**src/rtl/tns_decoder_33.sv**
```systemverilog
// tns_decoder_33
//   Receive-side decoder for the 33-wire TNS crosstalk-avoidance bus.
//   Each accepted codeword is decoded by a weighted sum of its bits over a
//   three-stage pipeline. Two link monitors run alongside: a range check on the
//   decoded sum, and a 3C (opposite adjacent transition) check against the
//   previously accepted codeword. A saturating counter totals the flagged words.
//
//   Ports
//     clock       in   rising-edge clock
//     reset       in   asynchronous active-high reset
//     code_valid  in   codein is valid this cycle
//     codein      in   [32:0] received codeword
//     clr_count   in   synchronous clear of err_count (wins over an increment)
//     data_valid  out  dataout / range_err / xt_err valid, 3 cycles after input
//     dataout     out  [DLEN-1:0] decoded word (holds across bubbles)
//     range_err   out  decoded sum >= 2^DLEN
//     xt_err      out  3C violation versus the previous accepted codeword
//     err_count   out  [CNT_W-1:0] saturating count of flagged words
//
//   Weights: bit i carries Fibonacci number F(i+1) (1,1,2,3,5,...), so group g
//   has C = F(3g-2), B = F(3g-1), A = F(3g). codein[0] therefore weighs 1, and
//   TNS11_A = F(33) = 3524578. The matching encoder only emits words whose
//   adjacent pairs never use both 01 and 10, which is what makes it 3C-free.
module tns_decoder_33 #(
  parameter int DLEN  = 23,
  parameter int CNT_W = 16
) (
  input  logic             clock,
  input  logic             reset,
  input  logic             code_valid,
  input  logic [32:0]      codein,
  input  logic             clr_count,
  output logic             data_valid,
  output logic [DLEN-1:0]  dataout,
  output logic             range_err,
  output logic             xt_err,
  output logic [CNT_W-1:0] err_count
);

  localparam int NW = 33;
  localparam int SW = DLEN + 2;
  localparam int NP = 4;

  typedef logic [SW-1:0] wtab_t [NW];

  function automatic wtab_t f_wtab();
    wtab_t       t;
    logic [SW-1:0] a, b, n;
    a = 1;
    b = 1;
    for (int i = 0; i < NW; i++) begin
      t[i] = a;
      n    = a + b;
      a    = b;
      b    = n;
    end
    return t;
  endfunction

  localparam wtab_t WT = f_wtab();

  // Partial-sum groups: bits of groups 11-9, 8-6, 5-3, 2-1.
  localparam int GRP_LO [NP] = '{24, 15, 6, 0};
  localparam int GRP_HI [NP] = '{32, 23, 14, 5};

  logic [NW-1:0] r_prev;
  logic          r_prev_ok;
  logic [2:0]    r_vld_pipe;   // [0]=S1, [1]=S2, [2]=S3
  logic [NW-1:0] r_s1_code;
  logic          r_xt_s1, r_xt_s2;
  logic [SW-1:0] r_psum [NP];

  logic [NW-1:0] w_rise, w_fall;
  logic          w_xt;
  logic [SW-1:0] w_psum [NP];
  logic [SW-1:0] w_sum;

  // A 3C violation is one wire of an adjacent pair rising while the other falls.
  assign w_rise = codein & ~r_prev;
  assign w_fall = ~codein & r_prev;
  assign w_xt   = r_prev_ok &
                  (|((w_rise[NW-2:0] & w_fall[NW-1:1]) |
                     (w_fall[NW-2:0] & w_rise[NW-1:1])));

  always_comb begin
    w_psum = '{default: '0};
    for (int p = 0; p < NP; p++) begin
      for (int i = 0; i < NW; i++) begin
        if (i >= GRP_LO[p] && i <= GRP_HI[p] && r_s1_code[i])
          w_psum[p] = w_psum[p] + WT[i];
      end
    end
  end

  assign w_sum      = r_psum[0] + r_psum[1] + r_psum[2] + r_psum[3];
  assign data_valid = r_vld_pipe[2];

  // S1: capture word, evaluate 3C against the last accepted word
  always_ff @(posedge clock or posedge reset) begin
    if (reset) begin
      r_vld_pipe <= '0;
      r_s1_code  <= '0;
      r_xt_s1    <= 1'b0;
      r_prev     <= '0;
      r_prev_ok  <= 1'b0;
    end else begin
      r_vld_pipe <= {r_vld_pipe[1:0], code_valid};
      r_xt_s1    <= code_valid & w_xt;
      if (code_valid) begin
        r_s1_code <= codein;
        r_prev    <= codein;
        r_prev_ok <= 1'b1;
      end
    end
  end

  // S2: partial sums
  always_ff @(posedge clock or posedge reset) begin
    if (reset) begin
      r_psum  <= '{default: '0};
      r_xt_s2 <= 1'b0;
    end else begin
      r_xt_s2 <= r_xt_s1;
      if (r_vld_pipe[0]) r_psum <= w_psum;
    end
  end

  // S3: final sum and flags; everything holds across bubbles
  always_ff @(posedge clock or posedge reset) begin
    if (reset) begin
      dataout   <= '0;
      range_err <= 1'b0;
      xt_err    <= 1'b0;
    end else if (r_vld_pipe[1]) begin
      dataout   <= w_sum[DLEN-1:0];
      range_err <= |w_sum[SW-1:DLEN];
      xt_err    <= r_xt_s2;
    end
  end

  always_ff @(posedge clock or posedge reset) begin
    if (reset)
      err_count <= '0;
    else if (clr_count)
      err_count <= '0;
    else if (data_valid && (range_err || xt_err) && !(&err_count))
      err_count <= err_count + 1'b1;
  end

endmodule

```
**config.mk**
```make
export PLATFORM = sky130hd
export DESIGN_NAME = tns_decoder_33
export DESIGN_NICKNAME = d
export VERILOG_FILES = /design/src/rtl/tns_decoder_33.sv
export SDC_FILE = /design/constraint.sdc
export NUM_CORES = 1
export LEC_CHECK = 0
export ABC_AREA = 0
export ABC_CLOCK_PERIOD_IN_PS = 19000
export BUFFER_PORTS_ARGS = -buffer_cell sky130_fd_sc_hd__buf_2
export CAP_MARGIN = 40
export CORE_MARGIN = 2
export CORE_UTILIZATION = 50
export DETAILED_ROUTE_END_ITERATION = 10
export HOLD_SLACK_MARGIN = 0.12
export PLACE_DENSITY = 0.77
export SYNTH_ARGS = -nofsm -noshare
export SYNTH_HDL_FRONTEND = slang
export SYNTH_SLANG_ARGS = --single-unit
```
**constraint.sdc**
```tcl
create_clock -name clock -period 19 [get_ports clock]
set_input_delay 0.95 -clock clock [delete_from_list [all_inputs] [get_ports clock]]
set_output_delay 0.95 -clock clock [all_outputs]
set_load 0.01 [all_outputs]
```
==> Implementation_results.wiki <==
{| class="wikitable"
! Metric !! Value
|-
| Register-to-register setup slack || 11.58 ns
|-
| Max-Slew Margin vs Limit || a little over two fifths
|-
| Setup violators final || 0
|-
| Count of flip-flops with a built-in enable after synthesis || 0
|-
| Endpoint of the worst hold-timing path || r_xt_s2
|-
| Fraction of synthesis flops using an asynchronous set or reset pin || 100%
|-
| Maximum buffer depth of the clock tree || 2
|-
| Number of global-route vias before repair || roughly 13000
|-
| Path type of the worst min-delay path || flop to flop
|-
| Drt initial violations || approximately 1200
|-
| Slowest stage cell, crit path || ha_1
|-
| Final number of hold-violating endpoints || 0
|-
| Post-synth net total || approximately 2100
|-
| Number of unique standard cell types used by synthesis || around 120
|-
| Worst hold path depth || 0
|-
| Overall fraction of global-route tracks in use || 23.8%
|-
| Leading cell types in the layout, fill and taps excluded || nand2_1 (193), dfrtp_1 (142), nor2_1 (139), xnor2_1 (131), o21ai_0 (110)
|-
| R2R Path End || r_psum[96]
|-
| RePlAce Congestion || slightly above 0.9
|-
| Site Rows || 65
|-
| Pin slew with the least headroom to its limit || about 0.87 ns
|-
| Num ports || 79
|-
| Critical path peak fanout || 27
|-
| Number of buffer and inverter instances along the worst setup path || 2
|-
| Sort of element at the start of the critical path || flop
|-
| Die Outline Area || 33100 um2
|-
| Final Max Slew Viols || 0
|-
| Cell area after placement || about 16000 um2
|-
| Clock tree from TritonCTS || done
|-
| Depth of the most critical reg-to-reg path || 22
|-
| Sequential fraction of the synthesis area || 22.6%
|-
| Delay contributed by the slowest stage of the critical path || between 0.9 and 1 ns
|-
| Estimated wirelength of the detail-placed design || around 30 mm
|-
| Post-CTS Resized || 0
|-
| Htree depth || 4
|-
| Most used flip-flop cell after synthesis || dfrtp_1
|-
| Cell area after technology mapping || about 16000 um2
|-
| CTS buffer count || 17
|-
| Largest net degree at the start of global routing || 80
|-
| Final critical-path share of the clock period || 39.1%
|-
| RSZ-0062 raised after global routing || no
|-
| Net count of the finished layout || 2071
|-
| Antenna fix cells || 0
|-
| Max Clock Freq || about 130 MHz
|-
| Most common cell after layout, fill and taps aside || nand2_1
|-
| Number of max-capacitance violations reported || 0
|-
| Latest clock arrival within the worst-skew pair || about 0.44 ns
|-
| Global-route wire length before repair || 65.6 mm
|-
| Total via count after detailed routing || ~14000
|-
| Hold Slack || ~0.46 ns
|-
| Layout cells sized above 1 || around 13%
|-
| Post-route setup TNS || 0 ns
|-
| Antenna violations before repair || 0
|-
| Layout-stage area growth over the synthesis result || 7.91%
|-
| X dimension of the die || around 180 um
|-
| Buffers inserted during post-CTS setup optimization || 0
|-
| Number of cells produced by synthesis || 1904
|-
| Number of warnings issued by yosys || 0
|-
| Design area || 17100 um2
|-
| Top cell family by delay on the critical path || compound AO/OA/AOI/OAI gates
|-
| Power Density || about 160 nW/um2
|-
| Effective utilization at floorplan || about half
|-
| Total overflow reported by the global router || 0
|-
| Remaining DRCs || 0
|-
| Data required time of the critical path || just under 20 ns
|-
| Area inside the core boundary || roughly 31000 um2
|-
| Startpoint of the worst register-to-register path || r_s1_code[24]
|-
| Pleak || roughly 0.0071 uW
|-
| Library cell with the largest summed area after synthesis || dfrtp_1
|-
| Clk pin slew, worst setup/hold paths || approximately 0.060 ns
|-
| #FFs+latches synth || 143
|-
| IR Drop Worst-Case VDD || approximately 0.11 mV
|-
| Number of fillers in the final layout || about 2900
|-
| Drt total wl || a little under 40 mm
|-
| Worst Path Arrival || 7.70 ns
|-
| Main area contributors after synthesis || dfrtp_1 (23%), xnor2_1 (7.2%), ha_1 (7.1%), nand2_1 (4.6%), xor2_1 (4.5%)
|-
| Number of detailed-routing iterations run before antenna repair || 5
|-
| Type of the worst setup path || flop to flop
|-
| Final min period || about 7.4 ns
|-
| Remaining antenna violation count || 0
|-
| Count of buffers inserted at the top-level ports || 78
|-
| Critical path endpoint category || flop
|-
| Vias per std cell || roughly 6.0
|-
| Hold buffer count at CTS || 0
|-
| Startpoint of the lowest-slack hold path || r_xt_s1
|-
| Status || complete, no violations
|-
| Clock Skew || roughly 0.012 ns
|-
| Sink count of the clock tree || ~140
|-
| Critical path, cell by cell || inv_1 > ha_1 > nor2b_1 > xnor2_2 > inv_1 > ha_1 > nand4_2 > o31a_1 > o22ai_4 > a21oi_2 > or4_4 > a211o_2 > xor2_1 > nand2_1 > a2111oi_2 > o31ai_1 > nor4b_1 > o21a_1 > o21ai_0 > a21o_1 > a211oi_1 > o221ai_1
|-
| Vertical die dimension || approximately 180 um
|-
| Share of the synthesized area in the top cell type || between 20% and 30%
|-
| Avg Cell Area, Syn || 8.31 um2
|-
| Clock tree root driver cell || clkbuf_16
|-
| Routed len/inst || roughly 17 um
|}
stage by stage:
step | utilization, % | worst slack [ns] | power, uW | cells
floorplan | - | 12.90 | 2020 | 1904
global placement | 52.2 | 11.77 | 2370 | 2302
detailed placement | 52.5 | 11.75 | 2430 | 2307
CTS | 54.4 | 11.74 | 2800 | 2339
global route | 54.4 | 11.06 | 3060 | 2339
finish | 54.4 | 11.58 | 2790 | 2339
worst register-to-register path, delay by kind of cell (launching register included):
family / cells / cell delay, ns
compound gates: 11 / 2.90
xor+xnor: 2 / 0.74
fa+ha+maj: 2 / 1.14
buf+inv: 2 / 0.41
flops: 1 / 0.75
simple gates: 5 / 1.33
area by class of cell:
| class | count | area (um2) | share of cell area, % |
|---|---|---|---|
| inverters | 83 | 317 | 1.85 |
| well taps | 402 | 503 | 2.94 |
| multi-input cells | 1590 | 11600 | 67.7 |
| clock buffers | 21 | 460 | 2.70 |
| flip-flops and latches | 143 | 3580 | 21.0 |
| clock inverters | 11 | 155 | 0.908 |
| repair buffers | 89 | 508 | 2.97 |
power by group:
part	switching [uW]	total [uW]	leakage (uW)	internal (uW)
Clock	135	351	0.000304	215
Sequential	87.6	495	0.00173	408
Combinational	1090	1940	0.00506	856
Total	1310	2790	0.00710	1480
state kept, by name, indices dropped and copies added (netlist names):
signal,cells
r_vld_pipe,3
r_xt_s2,1
r_psum,63
xt_err,1
r_s1_code,33
dataout,23
r_prev_ok,1
err_count,16
r_xt_s1,1
range_err,1
how the worst max path moves through the flow:
stage                              from         end  slack (ns)  cells after the start
after floorplan           r_s1_code[25]  r_psum[96]       12.90                     25
after global placement    r_s1_code[24]  r_psum[96]       11.77                     22
after detailed placement  r_s1_code[24]  r_psum[96]       11.75                     22
after CTS                 r_s1_code[24]  r_psum[96]       11.74                     22
after global routing      r_s1_code[24]  r_psum[96]       11.06                     22
final                     r_s1_code[24]  r_psum[96]       11.58                     22
synth_stat cells, types with 11 or more instances:
library cell and number:
nand2_1 193, dfrtp_1 143, nor2_1 139, xnor2_1 131
o21ai_0 110, a21oi_1 104, ha_1 90, xor2_1 81
inv_1 77, nand3_1 61, mux2_2 57, clkbuf_1 55
nor3_1 45, nand2b_1 42, a211oi_1 31, and3_1 28
nand4_1 27, nor2b_1 22, a31oi_1 21, o31ai_1 21
fa_1 20, o211ai_1 19, a211o_1 18, a21o_1 16
o21a_1 16, o2111ai_1 15, buf_1 13, buf_2 13
mux2i_1 12, or3_1 12, and2_1 11, o21ai_1 11
routing by layer:
layer / track usage [%] / wire length [um]
met3: 4.09 / 1970
met1: 33.0 / 18800
met5: 0 / 0
met2: 38.8 / 17800
met4: 5.55 / 657
cells by family after synthesis:
logic type / Yosys count / synth area share (%)
XOR/XNOR: 233 / 14.3
adder cells (fa/ha/maj): 110 / 9.64
AND/OR/NAND/NOR: 658 / 20.9
multiplexers: 70 / 4.91
AO/OA/AOI/OAI: 519 / 23.3
buffers and inverters: 171 / 4.37
flip-flops: 143 / 22.6
Power figures use the tool's default switching activity.
